`config.mk`:
```
export PLATFORM = sky130hd
export DESIGN_NAME = step_dir_receiver
export DESIGN_NICKNAME = d
export VERILOG_FILES = /design/src/rtl/stepper_pkg.sv /design/src/rtl/step_input_filter.sv /design/src/rtl/step_dir_receiver.sv
export SDC_FILE = /design/constraint.sdc
export NUM_CORES = 1
export LEC_CHECK = 0
export BUFFER_PORTS_ARGS = -buffer_cell sky130_fd_sc_hd__buf_2
export CAP_MARGIN = 15
export CORE_ASPECT_RATIO = 0.6
export CORE_MARGIN = 3
export CORE_UTILIZATION = 50
export CTS_CLUSTER_DIAMETER = 100
export DETAILED_ROUTE_END_ITERATION = 7
export PLACE_DENSITY = 0.68
export SETUP_SLACK_MARGIN = 0.15
export SLEW_MARGIN = 10
export SYNTH_ARGS = -nofsm -noshare
export SYNTH_HDL_FRONTEND = slang
export SYNTH_SLANG_ARGS = --single-unit
```
`constraint.sdc`:
```
create_clock -name clk -period 6.95 [get_ports clk]
set_input_delay 1.39 -clock clk [delete_from_list [all_inputs] [get_ports clk]]
set_output_delay 1.39 -clock clk [all_outputs]
set_load 0.03 [all_outputs]
```
`src/rtl/stepper_pkg.sv`:
```
// Shared constants for the step/dir receiver: register map, CONTROL/STATUS
// bit positions and the coil phase table.
package stepper_pkg;

  localparam logic [3:0] ADDR_POSITION  = 4'h0;
  localparam logic [3:0] ADDR_CONTROL   = 4'h1;
  localparam logic [3:0] ADDR_MIN_PULSE = 4'h2;
  localparam logic [3:0] ADDR_STATUS    = 4'h3;
  localparam logic [3:0] ADDR_PERIOD    = 4'h4;

  localparam int CTRL_HALF   = 0;
  localparam int CTRL_INVERT = 1;
  localparam int CTRL_HOLD   = 2;

  localparam int STAT_DIR_SETUP = 0;
  localparam int STAT_MISSED    = 2;

  // Coil drive {B-, A-, B+, A+}; element [0] sits in the low nibble.
  localparam logic [7:0][3:0] PHASE_TABLE = {
    4'b1001, 4'b1000, 4'b1100, 4'b0100,
    4'b0110, 4'b0010, 4'b0011, 4'b0001
  };

endpackage

```
`src/rtl/step_input_filter.sv`:
```
// Two-flop synchronizer plus a stability filter for one asynchronous input.
// The filtered level follows the input only after it has differed for min_pulse_i cycles.
module step_input_filter (
  input  logic       clk,
  input  logic       reset,
  input  logic       async_i,
  input  logic [7:0] min_pulse_i,
  output logic       level_o,
  output logic       rise_o,
  output logic       toggle_o
);

  logic       meta_q, sync_q;
  logic       level_q, level_d;
  logic       prev_q;
  logic [7:0] cnt_q, cnt_d;
  logic [1:0] prime_q;
  logic       armed_q;
  logic [7:0] min_eff;

  assign min_eff = (min_pulse_i == 8'd0) ? 8'd1 : min_pulse_i;

  always_comb begin
    level_d = level_q;
    cnt_d   = 8'd0;
    if (sync_q != level_q) begin
      if ({1'b0, cnt_q} + 9'd1 >= {1'b0, min_eff}) begin
        level_d = sync_q;
      end else begin
        cnt_d = cnt_q + 8'd1;
      end
    end
  end

  // Rising edges are only reported once a genuine low has been seen after
  // reset, so an input already high at release cannot fake an edge.
  always_ff @(posedge clk or posedge reset) begin
    if (reset) begin
      meta_q  <= 1'b0;
      sync_q  <= 1'b0;
      level_q <= 1'b0;
      prev_q  <= 1'b0;
      cnt_q   <= 8'd0;
      prime_q <= 2'd0;
      armed_q <= 1'b0;
    end else begin
      meta_q  <= async_i;
      sync_q  <= meta_q;
      level_q <= level_d;
      prev_q  <= level_q;
      cnt_q   <= cnt_d;
      if (prime_q != 2'd2) begin
        prime_q <= prime_q + 2'd1;
      end else if (!sync_q) begin
        armed_q <= 1'b1;
      end
    end
  end

  assign level_o  = level_q;
  assign rise_o   = level_q & ~prev_q & armed_q;
  assign toggle_o = level_q ^ prev_q;

endmodule

```
`src/rtl/step_dir_receiver.sv`:
```
// Step/direction receiver: filters step, dir and enable, tracks position and
// coil phase, and exposes POSITION/CONTROL/MIN_PULSE/STATUS/PERIOD over Avalon-MM.
module step_dir_receiver
  import stepper_pkg::*;
#(
  parameter int CLOCK_FREQ_HZ    = 50_000_000,
  parameter int FILTER_CYCLES    = 4,
  parameter int DIR_SETUP_CYCLES = 8
) (
  input  logic        clk,
  input  logic        reset,
  input  logic        write,
  input  logic        read,
  input  logic [3:0]  address,
  input  logic [31:0] writedata,
  output logic [31:0] readdata,
  input  logic        step,
  input  logic        dir,
  input  logic        enable,
  output logic [3:0]  phase,
  output logic        fault
);

  localparam int unsigned unused_clock_hz = CLOCK_FREQ_HZ;
  localparam logic [15:0] DIR_SETUP = 16'(DIR_SETUP_CYCLES);
  localparam logic [7:0]  MIN_RESET = 8'(FILTER_CYCLES);

  logic step_lvl, step_rise, step_tog;
  logic dir_lvl, dir_rise, dir_chg;
  logic en_lvl, en_rise, en_tog;
  logic unused_filter_outs;

  logic [31:0] pos_q, pos_d;
  logic [2:0]  ctrl_q, ctrl_d;
  logic [7:0]  minp_q, minp_d;
  logic [2:0]  status_q, status_d;
  logic [31:0] period_q, period_d;
  logic [31:0] since_q, since_d;
  logic [2:0]  idx_q, idx_d;
  logic [15:0] dir_age_q, dir_age_d;
  logic [3:0]  phase_q, phase_d;
  logic        fault_q;
  logic [31:0] rdata_q, rdata_d;

  logic        step_evt, take_step, fwd;
  logic        wr_pos, wr_ctrl, wr_minp, wr_status;
  logic [2:0]  idx_base, idx_inc, status_set, status_clr;

  step_input_filter u_step_filt (
    .clk(clk), .reset(reset), .async_i(step), .min_pulse_i(minp_q),
    .level_o(step_lvl), .rise_o(step_rise), .toggle_o(step_tog)
  );
  step_input_filter u_dir_filt (
    .clk(clk), .reset(reset), .async_i(dir), .min_pulse_i(minp_q),
    .level_o(dir_lvl), .rise_o(dir_rise), .toggle_o(dir_chg)
  );
  step_input_filter u_en_filt (
    .clk(clk), .reset(reset), .async_i(enable), .min_pulse_i(minp_q),
    .level_o(en_lvl), .rise_o(en_rise), .toggle_o(en_tog)
  );

  assign unused_filter_outs = step_lvl ^ step_tog ^ dir_rise ^ en_rise ^ en_tog;

  always_comb begin
    step_evt  = step_rise;
    take_step = step_evt & en_lvl;
    fwd       = ~(dir_lvl ^ ctrl_q[CTRL_INVERT]);
    wr_pos    = write && (address == ADDR_POSITION);
    wr_ctrl   = write && (address == ADDR_CONTROL);
    wr_minp   = write && (address == ADDR_MIN_PULSE);
    wr_status = write && (address == ADDR_STATUS);

    // A concurrent POSITION write overrides the step; the phase still moves.
    pos_d = pos_q;
    if (wr_pos) begin
      pos_d = writedata;
    end else if (take_step) begin
      pos_d = fwd ? pos_q + 32'd1 : pos_q - 32'd1;
    end

    ctrl_d = wr_ctrl ? writedata[2:0] : ctrl_q;
    minp_d = wr_minp ? writedata[7:0] : minp_q;

    idx_base = (wr_ctrl && !writedata[CTRL_HALF]) ? {idx_q[2:1], 1'b0} : idx_q;
    idx_inc  = ctrl_q[CTRL_HALF] ? 3'd1 : 3'd2;
    idx_d    = idx_base;
    if (take_step) begin
      idx_d = fwd ? idx_base + idx_inc : idx_base - idx_inc;
    end

    dir_age_d = dir_age_q;
    if (dir_chg) begin
      dir_age_d = 16'd0;
    end else if (dir_age_q < DIR_SETUP) begin
      dir_age_d = dir_age_q + 16'd1;
    end

    status_set = 3'b000;
    status_set[STAT_DIR_SETUP] = step_evt && (dir_chg || (dir_age_q < DIR_SETUP));
    status_set[STAT_MISSED]    = step_evt && !en_lvl;
    status_clr = wr_status ? writedata[2:0] : 3'b000;
    status_d   = (status_q & ~status_clr) | status_set;

    since_d  = (since_q == 32'hFFFF_FFFF) ? since_q : since_q + 32'd1;
    period_d = period_q;
    if (step_evt) begin
      period_d = since_q;
      since_d  = 32'd1;
    end

    phase_d = (en_lvl || ctrl_d[CTRL_HOLD]) ? PHASE_TABLE[idx_d] : 4'b0000;

    rdata_d = rdata_q;
    if (read) begin
      case (address)
        ADDR_POSITION:  rdata_d = pos_q;
        ADDR_CONTROL:   rdata_d = {29'd0, ctrl_q};
        ADDR_MIN_PULSE: rdata_d = {24'd0, minp_q};
        ADDR_STATUS:    rdata_d = {29'd0, status_q};
        ADDR_PERIOD:    rdata_d = period_q;
        default:        rdata_d = 32'd0;
      endcase
    end
  end

  always_ff @(posedge clk or posedge reset) begin
    if (reset) begin
      pos_q     <= 32'd0;
      ctrl_q    <= 3'd0;
      minp_q    <= MIN_RESET;
      status_q  <= 3'd0;
      period_q  <= 32'hFFFF_FFFF;
      since_q   <= 32'hFFFF_FFFF;
      idx_q     <= 3'd0;
      dir_age_q <= DIR_SETUP;
      phase_q   <= 4'b0000;
      fault_q   <= 1'b0;
      rdata_q   <= 32'd0;
    end else begin
      pos_q     <= pos_d;
      ctrl_q    <= ctrl_d;
      minp_q    <= minp_d;
      status_q  <= status_d;
      period_q  <= period_d;
      since_q   <= since_d;
      idx_q     <= idx_d;
      dir_age_q <= dir_age_d;
      phase_q   <= phase_d;
      fault_q   <= |status_q;
      rdata_q   <= rdata_d;
    end
  end

  assign readdata = rdata_q;
  assign phase    = phase_q;
  assign fault    = fault_q;

endmodule

```
### Yosys cells after proc, flatten, opt, wreduce, memory -nomap -nowiden

Memories as Yosys holds them, arrays and structs flattened.
Cells that the tools add are included.

| storage, ports and cells | value |
|---|---|
| bits in latches | 0 |
| flip-flop bits (word level) | 204 |
| output and inout port bits | 37 |
| bits in read-only memories | 32 |
| bits in writable memories | 0 |
| memories kept | 1 |
| input bits | 43 |

| cells by class | value |
|---|---|
| shift operators | 0 |
| eq/ne operators | 10 |
| $mul | 0 |
| bitwise logic cells | 11 |
| add/sub/neg operators | 13 |
| multiplexer cells | 23 |
| reductions and logical operators | 20 |
| magnitude comparators | 5 |
| div/mod/pow operators | 0 |

Memory list:

| memory | depth | bits a word | read ports | clocked after memory_dff | wr ports | line | text |
|---|---|---|---|---|---|---|---|
| (name not given) | 8 | 4 | 1 | 0 | 0 | step_dir_receiver.sv:111 | `phase_d = (en_lvl \|\| ctrl_d[CTRL_HOLD]) ? PHASE_TABLE[idx_d] : 4'b0000;` |

Operators with widths:

| cell | count |
|---|---|
| 32-bit 2-to-1 mux | 5 |
| 32-bit case mux with 5 select lines | 1 |
| 32-bit by 1-bit adder with 32-bit output (second input constant) | 2 |
| 8-bit 2-to-1 mux | 7 |
| 32-bit == test (second input constant) | 1 |
| 16-bit 2-to-1 mux | 2 |
| 32-bit by 1-bit subtractor with 32-bit output (second input constant) | 1 |
| 8-bit by 1-bit adder with 9-bit output (second input constant) | 3 |
| 9-bit by 8-bit greater-or-equal comparator with 1-bit output | 3 |
| 8-bit by 1-bit adder with 8-bit output (second input constant) | 3 |
| 16-bit by 1-bit adder with 16-bit output (second input constant) | 1 |
| 16-bit by 4-bit less-than comparator with 1-bit output (second input constant) | 1 |
| 3-bit 2-to-1 mux | 4 |
| 4-bit by 2-bit == test with 1-bit output (second input constant) | 2 |
| 8-bit logical NOT | 1 |
| 4-bit 2-to-1 mux | 2 |
| 2-bit AND reduction | 4 |
| 1-bit logical AND | 7 |
| 4-bit by 1-bit == test with 1-bit output (second input constant) | 1 |
| 4-bit by 3-bit == test with 1-bit output (second input constant) | 1 |
| 4-bit logical NOT | 1 |
| 3-bit by 4-bit less-than comparator with 1-bit output (second input constant) | 1 |
| 2-bit != test (second input constant) | 2 |
| 2-bit nonzero test | 2 |
| 15 further kinds | 24 |

### Longest topological paths before layout

| logic depth | value |
|---|---|
| depth after elaboration | 10 |
| gate-level depth with buffers | 13 |
| mapped depth without buffers | 12 |

### Cells and area by module

A second synthesis with hierarchy kept.

| unflattened totals | value |
|---|---|
| cell total of the unflattened synthesis | 1175 |
| area total of the unflattened synthesis | 11613.6 um^2 |

Modules (own cells, without submodules):

| module | area an instance (um^2) | times used | cells an instance |
|---|---|---|---|
| step_dir_receiver | 9012.4 | 1 | 920 |
| step_input_filter | 867.1 | 3 | 85 |

### Worst setup path before layout

No wires, ideal clock.

| timing | value |
|---|---|
| kind | reg-to-reg |
| start point | register u_dir_filt.level_q, in the netlist u_dir_filt.level_o |
| end point | register pos_q[31] |
| path buffers | 1 |
| clock period less this slack | 4513 ps |
| arrival | 4431 ps |
| cell stages (with the launch flop) | 13 |
| data required time | 6868 ps |
| setup time | 82 ps |
| path slack | 2437 ps |
| cells stage by stage | dfrtp_1 -> buf_2 -> xor2_1 -> ha_1 -> a21o_1 -> o21a_1 -> a311oi_2 -> o211ai_2 -> a21oi_2 -> o21ai_1 -> mux2_1 -> or3_1 -> a31oi_1 |

| between the ends | value |
|---|---|
| longest elaborated chain between the ends | 4 |

Ends and longest elaborated chain:

| element | line | text |
|---|---|---|
| from (decl) | step_input_filter.sv:14 | `logic level_q, level_d;` |
| from (signal assigned) | step_input_filter.sv:49 | `level_q <= level_d;` |
| 1-bit bitwise XOR | step_dir_receiver.sv:67 | `fwd = ~(dir_lvl ^ ctrl_q[CTRL_INVERT]);` |
| 32-bit 2-to-1 mux | step_dir_receiver.sv:78 | `pos_d = fwd ? pos_q + 32'd1 : pos_q - 32'd1;` |
| 32-bit 2-to-1 mux | step_dir_receiver.sv:77 | `end else if (take_step) begin` |
| 32-bit 2-to-1 mux | step_dir_receiver.sv:75 | `if (wr_pos) begin` |
| to (signal assigned) | step_dir_receiver.sv:140 | `pos_q <= pos_d;` |
| to (decl) | step_dir_receiver.sv:33 | `logic [31:0] pos_q, pos_d;` |

No other way between the ends. The select of a mux whose other input is x is not followed.
A chain may end at the register's enable or synchronous reset.

### Worst setup path in the final report

| timing | value |
|---|---|
| start point | input address[1] |
| end point | register phase_q[2], in the netlist phase[2] |

| between the ends | value |
|---|---|
| longest elaborated chain between the ends | 10 |

Ends and longest elaborated chain:

| element | line | text |
|---|---|---|
| from (decl) | step_dir_receiver.sv:14 | `input logic [3:0] address,` |
| 4-bit by 1-bit == test with 1-bit output * | step_dir_receiver.sv:69 | `wr_ctrl = write && (address == ADDR_CONTROL);` |
| 1-bit logical AND * | step_dir_receiver.sv:69 |  |
| 1-bit logical AND * | step_dir_receiver.sv:84 | `idx_base = (wr_ctrl && !writedata[CTRL_HALF]) ? {idx_q[2:1], 1'b0} : idx_q;` |
| 1-bit 2-to-1 mux * | step_dir_receiver.sv:84 |  |
| 3-bit by 2-bit adder with 3-bit output or 3-bit by 2-bit subtractor with 3-bit output (tied branches) | step_dir_receiver.sv:88 | `idx_d = fwd ? idx_base + idx_inc : idx_base - idx_inc;` |
| 3-bit 2-to-1 mux * | step_dir_receiver.sv:88 |  |
| 3-bit 2-to-1 mux * | step_dir_receiver.sv:87 | `if (take_step) begin` |
| via idx_d[1] | step_dir_receiver.sv:39 | `logic [2:0] idx_q, idx_d;` |
| memory read 8 x 4 bit * | - |  |
| 4-bit 2-to-1 mux (not written as such) * | step_dir_receiver.sv:111 |  |
| 4-bit 2-to-1 mux * | step_dir_receiver.sv:111 |  |
| via phase_d[2] | step_dir_receiver.sv:41 | `logic [3:0] phase_q, phase_d;` |
| to (signal assigned) | step_dir_receiver.sv:148 | `phase_q <= phase_d;` |
| to (decl) | step_dir_receiver.sv:41 |  |

Mark *: on every way through the listed nets, which the timed path passes. The rest lies on a longest branch. The select of a mux whose other input is x is not followed.

==> run metrics <==
Resized cells post-CTS=0; Die X=about 200 um; IO Count=80; minimum clock period=~3.8 ns; Longest Clk Path Bufs=3; # H-tree levels=1; Layout Skew=between 0.01 and 0.015 ns; setup TNS=0 ns; Post-synth EDFFs=0; RSZ-0062 raised after global routing=false; Slew @ Worst Pin=approximately 1.0 ns; area delta synth->final=12.8%; final WL=26200 um; GR Util All Layers=0.225; maximum vdd drop=241 uV; fin nets=between 1000 and 1500; global-route wire length before repair=43100 um; CTS tree=yes; vias=approximately 8500; total congestion overflow=0; Synth Warn #=0; Startpoint Class=input port; Clock Latency Late Sink=between 0.5 and 0.6 ns; WS Path Type=in -> reg; leak pwr=~5.7 nW; Initial Util=0.515; per-cell routed wire length=roughly 17 um; CORE AREA=21300 sq um; Hold Vio Cnt, Final=0; ys flop type=dfrtp_1; Inserted Clock Buffers=21; Worst EP arrival=~4.2 ns; power per cell area=roughly 430 nW/um^2; Post-DRT Antenna Nets=0; power share of the clock group=0.216; Port-buffer cells=roughly 80; Die Ht=around 120 um; post-DP HPWL=about 18000 um; Max-Cap Viols=0; Final Max Tran Viols=0; post-synthesis register bit count=204; Root Driver=clkbuf_16; Tightest Hold Check Type=reg -> reg; synthesized area per cell=between 9 and 10 sq um; Util after Layout=0.580; NetSw=between 2 and 2.5 mW; n_diodes=0; die area=around 24000 sq um; vias in the first global route=~7900; final setup vio count=0; Placement Rows=41; Hold Buf Count CTS=0; Peak Freq=263 MHz; commonest non-fill, non-tap cell in the layout=nand2_1; combinational share of power=0.464; final period utilization=0.547; crit path capture type=flip-flop; clock sinks=roughly 200; register area share after synthesis=0.473; share of cells above drive strength 1=0.181; most frequent cells in the layout=nand2_1 (166), dfrtp_1 (138), nor2_1 (92); Cell variety after synth=71; sw frac=0.413; Reg clk slew, reported paths=roughly 0.06 ns; Post-Syn Area=11000 sq um; status=finished clean; DRC viols=0; Post-Syn Nets=between 1000 and 1500; Pre-antenna DRT Iters=5; Worst EP required=between 7 and 8 ns; First DRT Iteration DRCs=~670; internal power=3.09 mW; vias per inst=between 5 and 6; ys async rst share=1.00; slew margin rel.=0.295; Syn Inst Count=about 1100; Crit Path Max Fanout=6; initial antenna violation count=0; Setup Buffers After CTS=0; routability cong.=between 0.8 and 0.9; largest net degree at the start of global routing=94; Seq pwr share=0.320
-- cell type report --
class | count | area [sq um]
Clock inverter | 5 | 57.6
Fill cell | 1866 | 8930
Clock buffer | 33 | 632
Sequential cell | 204 | 5190
Timing Repair Buffer | 91 | 498
Inverter | 68 | 259
Tap cell | 279 | 349
Multi-Input combinational cell | 833 | 5380
-- synth_stat cells, drive strengths merged, types with 6 or more instances --
library cell / number / area share
and3: 15 / 0.0086
o22ai: 34 / 0.019
a31oi: 17 / 0.0097
a222oi: 8 / 0.0073
nor3: 8 / 0.0047
o211ai: 6 / 0.0046
or3: 13 / 0.0074
xnor2: 35 / 0.028
mux2i: 7 / 0.0064
nand3: 30 / 0.014
and4: 7 / 0.0058
nor2: 93 / 0.032
o21ai: 53 / 0.024
dfstp: 66 / 0.16
nand4: 6 / 0.0040
and2: 19 / 0.011
mux2: 14 / 0.014
dfrtp: 138 / 0.32
a22oi: 28 / 0.019
buf: 6 / 0.0027
nand2: 166 / 0.057
inv: 68 / 0.023
ha: 59 / 0.067
a21oi: 62 / 0.029
a21o: 35 / 0.024
clkbuf: 38 / 0.013
nor2b: 22 / 0.013
xor2: 34 / 0.027
-- critical path: stages --
cell and delay (ns):
buf_2 0.13, nor4b_1 0.67, nand2_1 0.27, o21ai_0 0.29
ha_1 0.23, fa_1 0.40, o21ai_0 0.39, and2_1 0.21
nor2_1 0.04, a211oi_1 0.19
-- registers in the layout, summed over array words and instances, names as in the netlist, 2 cells and up --
register,flops
ctrl_q,3
u_step_filt.prime_q,2
period_q,32
idx_q,3
minp_q,8
u_step_filt.cnt_q,8
pos_q,32
since_q,32
u_en_filt.cnt_q,8
dir_age_q,16
status_q,3
readdata,32
u_dir_filt.cnt_q,8
phase,4
-- kinds of logic (layout without fill, tap and decap cells) --
logic type      after synthesis  after routing  share of synthesized area
xor+xnor                     69             69                     0.0551
buf+inv                     112            197                     0.0390
fa+ha+maj                    63             63                     0.0728
flops                       204            204                      0.473
simple gates                404            404                      0.174
mux                          21             21                     0.0208
compound gates              276            276                      0.165
-- through the flow --
stage          instance area, sq um  instances  hold slack (ns)  power [mW]  setup slack (ns)
2_1_floorplan                 11000       1149            0.331        3.53              2.44
3_3_place_gp                  11700       1475            0.334        4.05              2.75
3_5_place_dp                  11700       1475            0.336        4.09              2.64
4_1_cts                       12400       1513            0.350        5.26              3.18
5_1_grt                       12400       1513            0.354        5.68              2.81
6_report                      12400       1513            0.347        5.26              3.15
-- routing by layer --
metal | global-route usage | up-vias | wire length (um) | share of wire
li1 | - | 4180 | - | -
met4 | 0.0391 | 0 | 421 | 0.016
met1 | 0.370 | 4049 | 13800 | 0.53
met2 | 0.301 | 198 | 10100 | 0.39
met3 | 0.0482 | 32 | 1780 | 0.068
met5 | 0 | - | 0 | 0
-- path summary, 6_finish.rpt --
path / startpoint / to / slack (ns) / cells after the start
max: address[1] / phase[2]$_DFF_PP0_ / 3.15 / 10
min: u_dir_filt.meta_q$_DFF_PP0_ / u_dir_filt.sync_q$_DFF_PP0_ / 0.35 / 0
max reg2reg: u_dir_filt.level_o$_DFFE_PP0P_ / pos_q[31]$_DFFE_PP0P_ / 3.19 / 12
min reg2reg: u_dir_filt.meta_q$_DFF_PP0_ / u_dir_filt.sync_q$_DFF_PP0_ / 0.35 / 0
max in group asynchronous: reset / pos_q[19]$_DFFE_PP0P_ / 4.51 / 3
min in group asynchronous: reset / u_en_filt.cnt_q[0]$_DFF_PP0_ / 1.03 / 2
-- power groups by stage --
stage | logic (mW) | clock network, mW | registers [mW]
6_report | 2.44 | 1.14 | 1.69
5_1_grt | 2.75 | 1.22 | 1.71
4_1_cts | 2.42 | 1.16 | 1.67
3_5_place_dp | 2.40 | 0 | 1.69
3_3_place_gp | 2.37 | 0 | 1.69
2_1_floorplan | 1.94 | 0 | 1.58
No activity file was read; power rests on OpenSTA's default activity.
